### src/rtl/versioned_store_pkg.sv
// Shared definitions for the versioned store: default sizing and the selector mode.
`ifndef VERSIONED_STORE_PKG_SV
`define VERSIONED_STORE_PKG_SV

package versioned_store_pkg;

    localparam int unsigned DEFAULT_NUM_SLOTS = 4;
    localparam int unsigned DEFAULT_VERSION_W = 4;
    localparam int unsigned DEFAULT_DATA_W    = 32;
    localparam int unsigned OCC_W             = $clog2(DEFAULT_NUM_SLOTS + 1);

    typedef enum logic {
        SelBelowMax,
        SelGlobalMin
    } sel_mode_e;

    function automatic int unsigned idx_width(input int unsigned n);
        return (n > 1) ? $clog2(n) : 1;
    endfunction

endpackage

`endif

### src/rtl/version_select.sv
// Combinational slot picker: largest version below a bound, or smallest version overall.
// Strict comparisons keep the lowest index on ties.
module version_select
    import versioned_store_pkg::*;
#(
    parameter int unsigned NUM_SLOTS = DEFAULT_NUM_SLOTS,
    parameter int unsigned VERSION_W = DEFAULT_VERSION_W,
    localparam int unsigned IDX_W    = idx_width(NUM_SLOTS)
) (
    input  logic [NUM_SLOTS-1:0]                valid,
    input  logic [NUM_SLOTS-1:0][VERSION_W-1:0] versions,
    input  logic [VERSION_W-1:0]                bound,
    input  sel_mode_e                           mode,
    output logic                                found,
    output logic [IDX_W-1:0]                    index
);

    logic [VERSION_W-1:0] best;
    logic                 eligible;
    logic                 better;

    always_comb begin
        found    = 1'b0;
        index    = '0;
        best     = '0;
        eligible = 1'b0;
        better   = 1'b0;
        for (int i = 0; i < NUM_SLOTS; i++) begin
            eligible = valid[i] && ((mode == SelGlobalMin) || (versions[i] < bound));
            better   = (mode == SelBelowMax) ? (versions[i] > best) : (versions[i] < best);
            if (eligible && (!found || better)) begin
                found = 1'b1;
                index = IDX_W'(i);
                best  = versions[i];
            end
        end
    end

endmodule

### src/rtl/versioned_store.sv
// Multi-version store: write allocation with oldest-version eviction, flush, and
// registered "newest version below bound" reads with a valid/ready response.
module versioned_store
    import versioned_store_pkg::*;
#(
    parameter int unsigned NUM_SLOTS = DEFAULT_NUM_SLOTS,
    parameter int unsigned VERSION_W = DEFAULT_VERSION_W,
    parameter int unsigned DATA_W    = DEFAULT_DATA_W
) (
    input  logic                             clk,
    input  logic                             rstN,
    input  logic                             wrValid,
    output logic                             wrReady,
    input  logic [VERSION_W-1:0]             wrVersion,
    input  logic [DATA_W-1:0]                wrData,
    input  logic                             flush,
    input  logic                             rdValid,
    output logic                             rdReady,
    input  logic [VERSION_W-1:0]             rdVersion,
    output logic                             rspValid,
    input  logic                             rspReady,
    output logic                             rspHit,
    output logic [VERSION_W-1:0]             rspVersion,
    output logic [DATA_W-1:0]                rspData,
    output logic [$clog2(NUM_SLOTS+1)-1:0]   occupancy
);

    localparam int unsigned IDX_W = idx_width(NUM_SLOTS);
    localparam int unsigned OCCW  = $clog2(NUM_SLOTS + 1);

    logic [NUM_SLOTS-1:0]                slot_valid_q;
    logic [NUM_SLOTS-1:0][VERSION_W-1:0] slot_version_q;
    logic [NUM_SLOTS-1:0][DATA_W-1:0]    slot_data_q;
    logic [OCCW-1:0]                     occ_q;

    logic                 rsp_valid_q;
    logic                 rsp_hit_q;
    logic [VERSION_W-1:0] rsp_version_q;
    logic [DATA_W-1:0]    rsp_data_q;

    logic             wr_fire, rd_fire;
    logic             match_found, free_found, evict_found, rd_found;
    logic [IDX_W-1:0] match_idx, free_idx, evict_idx, rd_idx;
    logic             wr_en, occ_inc;
    logic [IDX_W-1:0] wr_idx;

    assign wrReady = !flush;
    assign rdReady = !rsp_valid_q || rspReady;
    assign wr_fire = wrValid && wrReady;
    assign rd_fire = rdValid && rdReady;

    version_select #(
        .NUM_SLOTS (NUM_SLOTS),
        .VERSION_W (VERSION_W)
    ) u_rd_select (
        .valid    (slot_valid_q),
        .versions (slot_version_q),
        .bound    (rdVersion),
        .mode     (SelBelowMax),
        .found    (rd_found),
        .index    (rd_idx)
    );

    version_select #(
        .NUM_SLOTS (NUM_SLOTS),
        .VERSION_W (VERSION_W)
    ) u_evict_select (
        .valid    (slot_valid_q),
        .versions (slot_version_q),
        .bound    ('0),
        .mode     (SelGlobalMin),
        .found    (evict_found),
        .index    (evict_idx)
    );

    // Descending scan so the lowest matching / free index is the one kept.
    always_comb begin
        match_found = 1'b0;
        match_idx   = '0;
        free_found  = 1'b0;
        free_idx    = '0;
        for (int i = NUM_SLOTS - 1; i >= 0; i--) begin
            if (slot_valid_q[i] && (slot_version_q[i] == wrVersion)) begin
                match_found = 1'b1;
                match_idx   = IDX_W'(i);
            end
            if (!slot_valid_q[i]) begin
                free_found = 1'b1;
                free_idx   = IDX_W'(i);
            end
        end
    end

    always_comb begin
        wr_en   = 1'b0;
        wr_idx  = '0;
        occ_inc = 1'b0;
        if (wr_fire) begin
            if (match_found) begin
                wr_en  = 1'b1;
                wr_idx = match_idx;
            end else if (free_found) begin
                wr_en   = 1'b1;
                wr_idx  = free_idx;
                occ_inc = 1'b1;
            end else if (evict_found) begin
                wr_en  = 1'b1;
                wr_idx = evict_idx;
            end
        end
    end

    always_ff @(posedge clk or negedge rstN) begin
        if (!rstN) begin
            slot_valid_q   <= '0;
            slot_version_q <= '0;
            slot_data_q    <= '0;
            occ_q          <= '0;
        end else begin
            if (flush) begin
                slot_valid_q <= '0;
                occ_q        <= '0;
            end else if (wr_en) begin
                slot_valid_q[wr_idx]   <= 1'b1;
                slot_version_q[wr_idx] <= wrVersion;
                slot_data_q[wr_idx]    <= wrData;
                if (occ_inc) begin
                    occ_q <= occ_q + OCCW'(1);
                end
            end
        end
    end

    // Reads sample the pre-edge store, so a same-cycle write or flush is not seen.
    always_ff @(posedge clk or negedge rstN) begin
        if (!rstN) begin
            rsp_valid_q   <= 1'b0;
            rsp_hit_q     <= 1'b0;
            rsp_version_q <= '0;
            rsp_data_q    <= '0;
        end else if (rd_fire) begin
            rsp_valid_q   <= 1'b1;
            rsp_hit_q     <= rd_found;
            rsp_version_q <= rd_found ? slot_version_q[rd_idx] : '0;
            rsp_data_q    <= rd_found ? slot_data_q[rd_idx] : '0;
        end else if (rspReady) begin
            rsp_valid_q <= 1'b0;
        end
    end

    assign rspValid   = rsp_valid_q;
    assign rspHit     = rsp_hit_q;
    assign rspVersion = rsp_version_q;
    assign rspData    = rsp_data_q;
    assign occupancy  = occ_q;

endmodule

### config.mk
export PLATFORM = sky130hd
export DESIGN_NAME = versioned_store
export DESIGN_NICKNAME = d
export VERILOG_FILES = /design/src/rtl/versioned_store_pkg.sv /design/src/rtl/version_select.sv /design/src/rtl/versioned_store.sv
export SDC_FILE = /design/constraint.sdc
export NUM_CORES = 1
export LEC_CHECK = 0
export BUFFER_PORTS_ARGS = -buffer_cell sky130_fd_sc_hd__buf_2
export CORE_ASPECT_RATIO = 1.75
export CORE_MARGIN = 2
export CORE_UTILIZATION = 30
export CTS_CLUSTER_DIAMETER = 60
export DETAILED_ROUTE_END_ITERATION = 8
export PLACE_DENSITY = 0.52
export SLEW_MARGIN = 10
export SYNTH_ARGS = -nofsm -noshare
export SYNTH_HDL_FRONTEND = slang
export SYNTH_SLANG_ARGS = --single-unit
### constraint.sdc
create_clock -name clk -period 12.85 [get_ports clk]
set_input_delay 1.285 -clock clk [delete_from_list [all_inputs] [get_ports clk]]
set_output_delay 1.285 -clock clk [all_outputs]
set_load 0.01 [all_outputs]
# Yosys cells after proc, flatten, opt, wreduce, memory -nomap -nowiden
# Cells that the tools add are included.
# word_totals
reg_bits,189
latchBits,0
mem_bits_rw,0
mem_bits_ro,0
input_bits,46
output_inout_bits,43
wordCells,139
n_memories,0
# classes
n_addsub,1
n_mul,0
div_mod_pow,0
magnitude_cmp,13
eq_ne,4
shift,0
n_mux,68
bitwise_logic,2
reduce_logical,37
# ops
operator,count
bitwise mux 128 bit,1
2-to-1 mux 32 bit,3
binary-select mux 32 bit (select 2 bit),1
demux 32 bit (select 2 bit),1
2-to-1 mux 4 bit,11
2-to-1 mux 2 bit,16
less-than comparator 4 bit,7
2-to-1 mux 1 bit,28
logical AND 1 bit,17
bitwise mux 16 bit,1
== test 4 bit,4
> comparator 4 bit,3
2-to-1 mux 3 bit,3
binary-select mux 4 bit (select 2 bit),1
demux 4 bit (select 2 bit),1
logical NOT 1 bit,8
logical OR 1 bit,7
less-than comparator 2 x 3 -> 1 bit (second input constant),2
nonzero test 2 bit,3
OR 4 bit,1
AND reduction 2 bit,2
adder 3 x 1 -> 3 bit (second input constant),1
demux 1 bit (select 2 bit),1
>= comparator 2 x 1 -> 1 bit (second input constant),1
inverter 1 bit,1

# Longest topological paths before layout
# depth
depth_word,24
depth_mapped,31
ltp_nobuf,27

# Modules after synthesis
# From an unflattened synthesis, not the netlist that was laid out.
# unflattened
cells_unflattened,708
area_unflattened_um2,9897.0
# by_module_without_submodules
module,instances,cells_each,area_each_um2,seq_area_each_um2
versioned_store,1,516,8296.7,4729.5
version_select (u_rd_select),1,98,833.3,0.0
version_select (u_evict_select),1,94,767.0,0.0

# Least setup slack after synthesis
# No wires, ideal clock.
# synth_timing
kind,input port to flip-flop
from,input rdVersion[3]
to,register rsp_data_q[10] (netlist: rspData[10])
setup_ns,0.126
t_arrival_ns,6.871
required_ns,12.724
path_slack_ns,5.853
cell_stages,29
path_buffers,5
cell_sequence,inv_1 -> ha_1 -> a211oi_1 -> o21a_1 -> nand2_1 -> ha_1 -> and2_1 -> a32o_1 -> a21oi_1 -> clkbuf_1 -> a22oi_1 -> ha_1 -> a21oi_1 -> o21ai_0 -> a22oi_2 -> or2_2 -> clkbuf_1 -> buf_2 -> mux2_2 -> ha_1 -> inv_1 -> a21oi_1 -> o21ai_0 -> o21a_1 -> a221o_1 -> clkbuf_1 -> clkbuf_1 -> a211oi_1 -> a221o_1
# synth_via
elab_chain_len,18
elab_cells_between_ends,33
cone_classes,7 x order compare; 13 x mux; 13 x reduce/logical
# synth_rtl
item,line,source
"start, declared",versioned_store.sv:19,"input logic [VERSION_W-1:0] rdVersion,"
less-than comparator 4 bit,version_select.sv:29,eligible = valid[i] && ((mode == SelGlobalMin) || (versions[i] < bound));
logical AND 1 bit,version_select.sv:29,
2-to-1 mux 4 bit / 2-to-1 mux 1 bit (equally long branches),version_select.sv:31,if (eligible && (!found || better)) begin
> comparator 4 bit / logical NOT 1 bit (equally long branches),"version_select.sv:30, version_select.sv:31",
logical OR 1 bit,version_select.sv:31,
logical AND 1 bit,version_select.sv:31,
2-to-1 mux 4 bit / 2-to-1 mux 1 bit (equally long branches),version_select.sv:31,
> comparator 4 bit / logical NOT 1 bit (equally long branches),"version_select.sv:30, version_select.sv:31",
[2 not listed],n/a,
2-to-1 mux 4 bit / 2-to-1 mux 1 bit (equally long branches),version_select.sv:31,
> comparator 4 bit / logical NOT 1 bit (equally long branches),"version_select.sv:30, version_select.sv:31",
logical OR 1 bit,version_select.sv:31,
logical AND 1 bit,version_select.sv:31,
2-to-1 mux 2 bit,version_select.sv:31,
binary-select mux 32 bit (select 2 bit),versioned_store.sv:145,rsp_data_q <= rd_found ? slot_data_q[rd_idx] : '0;
2-to-1 mux 32 bit (implied by the code),versioned_store.sv:145,
2-to-1 mux 32 bit *,versioned_store.sv:145,
"end signal, assigned",versioned_store.sv:145,
"end, declared",versioned_store.sv:39,logic [DATA_W-1:0] rsp_data_q;
# Mark *: on every way between the ends. The rest lies on a longest branch, timed or not. The select of a mux whose other input is x is not followed.
# A chain may end at the register's enable or synchronous reset.

# Worst setup path in the final report
# layout_timing
from,input rdVersion[3]
to,register rsp_data_q[25] (netlist: rspData[25])
# Same word-level chain as after synthesis.

==> impl_results.md <==
- Vias: 6379
- Crit-path leading delay family: compound AO/OA/AOI/OAI gates
- Top_reg_cell synth: dfrtp_1
- Row count: 87
- Routed Antenna Nets: 0
- Detailed Route WL: 25200 um
- Initial antenna violation count: 0
- Setup_tns: 0 ns
- CP max-delay cell: a221o_1
- Reg clk slew, reported paths: 0.07 ns
- DP Worst Slack: 4.44 ns
- Distinct cells, synth: 55
- Crit-path max cell delay: 0.64 ns
- Post-synth ARST share: 1.00
- Min cycle time layout: 7.90 ns
- Nets: 890
- RSZ-0062 raised after global routing: no
- Status: complete, no violations
- VDD IR-drop max: 0.101 mV
- Most used cell, CP: ha_1
- Area grow syn2layout: 13.2%
- FILL cells: 3226
- Diode count: 0
- Clock latency on the worst-skew pair: 0.45 ns
- First-pass GRT wire length: 40800 um
- DP HPWL: 17000 um
- Slew HR: 0.325
- Layout cells sized above 1: 0.305
- Cells after synthesis: 738
- Final hold violation count: 0
- Total die area: 0.0338 sq mm
- Initial core utilization: 0.302
- Vias in the first global route: 7004
- I/O pin count: 89
- First DRT Iteration DRCs: 330
- Post-CTS setup buffers: 0
- CTS tree: built
- Core Footprint: 0.0320 sq mm
- Worst-margin pin slew: 1.01 ns
- Worst Skew: 0.0179 ns
- Register-to-Register Setup Slack: 5.46 ns
- Die Width: 140 um
- Crit-path max FO: 41
- Critical Path End Type: flip-flop
- TritonRoute pass-1 iters: 4
- DRC Markers: 0
- Post_cts resized: 0
- Post-Route Utilization: 0.342
- Avg WL per Cell: 20.7 um
- I/O Buffers: 88
- Mapped Area: 0.00968 sq mm
- GRT Total Usage: 0.156
- Pwr dens: 175 mW/mm^2
- Mean Syn Cell Area: 13.1 sq um
- Worst path bufs/invs: 6
- Post-synth EDFFs: 0
- Worst setup path class: in2reg
- Slew Limit Fails: 0
- Hold WC Path Type: reg2reg
- Clock buffer depth: 2
- Critical path startpoint category: primary input
- Final Cycle Share: 0.614
- Max cap viols: 0
- CTS H-Tree Depth: 4
- Vias/cell: 5.22
- Required time worst endpoint: 13.17 ns
- Yosys reg bits: 189
- RD Place Congestion: 0.797
- Sequential share of the synthesized area: 0.489
- CTS Hold Bufs: 0
- CTS Buf Count: 17
- CTS sink count: 189
- CTS root buffer: clkbuf_16
- Leak: 5.08 nW
- Grt ovf: 0
- Syn. warnings: 0
- Data arrival, critical path: 8.21 ns
- Pin count of the biggest net entering global routing: 73
- Syn Nets: 818
- Post-route setup slack: 4.95 ns
- Die height: 242 um
- Fmax achieved: 0.127 GHz
- # setup viols final: 0
==> cells in the final DEF, fill, tap and decap left out, types with 34 or more instances in the layout <==
cell type and n:
dfrtp_1 189, ha_1 34, a221o_1 37, a211oi_1 41, buf_2 87, mux2_2 47, mux2_1 43, mux2_4 58
mux2i_1 37, nor3_1 38
==> flip-flops by register name, summed over array words and instances, names as in the netlist <==
name	flops
occupancy	3
rspData	32
rspHit	1
rspValid	1
rspVersion	4
slot_data_q	128
slot_valid_q	4
slot_version_q	16
==> final timing paths <==
kind                                               startpoint                           end  cells past startpoint
max in group asynchronous                                rstN  slot_data_q[114]$_DFFE_PN0P_                      3
worst min-delay path              slot_data_q[20]$_DFFE_PN0P_   slot_data_q[20]$_DFFE_PN0P_                      1
worst min register to register    slot_data_q[20]$_DFFE_PN0P_   slot_data_q[20]$_DFFE_PN0P_                      1
worst max register to register  slot_version_q[3]$_DFFE_PN0P_       rspData[25]$_DFFE_PN0P_                     28
min in group asynchronous                                rstN  slot_data_q[101]$_DFFE_PN0P_                      1
worst max-delay path                             rdVersion[3]       rspData[25]$_DFFE_PN0P_                     30
==> final cells by class <==
type | count | area [sq um] | area share
Clock inverter | 9 | 66.3 | 0.00605
Inverter | 17 | 63.8 | 0.00582
Sequential cell | 189 | 4730 | 0.432
Multi-Input combinational cell | 485 | 4600 | 0.420
Timing Repair Buffer | 100 | 539 | 0.0492
Tap cell | 400 | 500 | 0.0457
Clock buffer | 21 | 460 | 0.0420
==> stage by stage <==
| stage | total power, W | cells | hold slack, ns | area [sq um] |
|---|---|---|---|---|
| after floorplan | 0.00126 | 738 | 0.457 | 9680 |
| after global placement | 0.00144 | 1191 | 0.466 | 10400 |
| after detailed placement | 0.00145 | 1191 | 0.475 | 10400 |
| after CTS | 0.00194 | 1221 | 0.491 | 11000 |
| after global routing | 0.00204 | 1221 | 0.510 | 11000 |
| final | 0.00192 | 1221 | 0.486 | 11000 |
==> Yosys cell counts, types with 2 or more instances <==
| library cell | count | area share |
|---|---|---|
| xnor2_1 | 10 | 0.0090 |
| a21oi_4 | 2 | 0.0034 |
| mux2_4 | 58 | 0.090 |
| a211oi_1 | 41 | 0.032 |
| clkbuf_1 | 22 | 0.0085 |
| or2_2 | 2 | 0.0013 |
| o21ai_0 | 15 | 0.0078 |
| nand3_1 | 6 | 0.0031 |
| nor2_1 | 10 | 0.0039 |
| mux2i_1 | 37 | 0.038 |
| buf_6 | 11 | 0.013 |
| nor4b_1 | 2 | 0.0018 |
| o21a_1 | 2 | 0.0016 |
| nand2b_1 | 6 | 0.0039 |
| nand2_1 | 22 | 0.0085 |
| nor3_1 | 38 | 0.020 |
| nor2b_1 | 4 | 0.0026 |
| mux2_1 | 43 | 0.050 |
| a221o_1 | 37 | 0.038 |
| mux2_2 | 47 | 0.055 |
| ha_1 | 34 | 0.044 |
| nand4_1 | 3 | 0.0019 |
| buf_2 | 11 | 0.0057 |
| a21oi_1 | 16 | 0.0083 |
| a22oi_1 | 4 | 0.0031 |
| a21o_1 | 11 | 0.0085 |
| xor2_1 | 8 | 0.0072 |
| and2_1 | 4 | 0.0026 |
| inv_1 | 17 | 0.0066 |
| buf_12 | 2 | 0.0041 |
| dfrtp_1 | 189 | 0.49 |
==> power breakdown <==
| group | internal (W) | total, W | leakage [nW] | switching, W |
|---|---|---|---|---|
| clock network | 0.000256 | 0.000487 | 0.247 | 0.000231 |
| logic | 0.000276 | 0.000530 | 2.42 | 0.000254 |
| registers | 0.000763 | 0.000903 | 2.41 | 0.000140 |
| total | 0.00130 | 0.00192 | 5.08 | 0.000624 |
==> metal layers <==
layer,vias up,share of wire,global-route usage
met3,49,0.023,0.0206
met5,-,0,0
li1,2907,-,-
met2,146,0.53,0.275
met4,0,0.036,0.0732
met1,3277,0.42,0.186
==> kinds of logic (layout without fill, tap and decap cells) <==
family | Yosys count | after routing | share of synthesized area
fa+ha+maj | 34 | 34 | 0.0440
flops | 189 | 189 | 0.489
mux | 185 | 185 | 0.233
compound gates | 138 | 138 | 0.113
buf+inv | 64 | 147 | 0.0393
xor+xnor | 18 | 18 | 0.0163
simple gates | 110 | 110 | 0.0655
==> worst register-to-register path: cells and delay by family, from the launching register on <==
family | cells | cell delay, ns
compound gates | 15 | 3.08
fa+ha+maj | 4 | 1.10
buf+inv | 4 | 1.47
mux | 1 | 0.37
simple gates | 4 | 0.76
flops | 1 | 0.48
No activity file was read; power rests on OpenSTA's default activity.
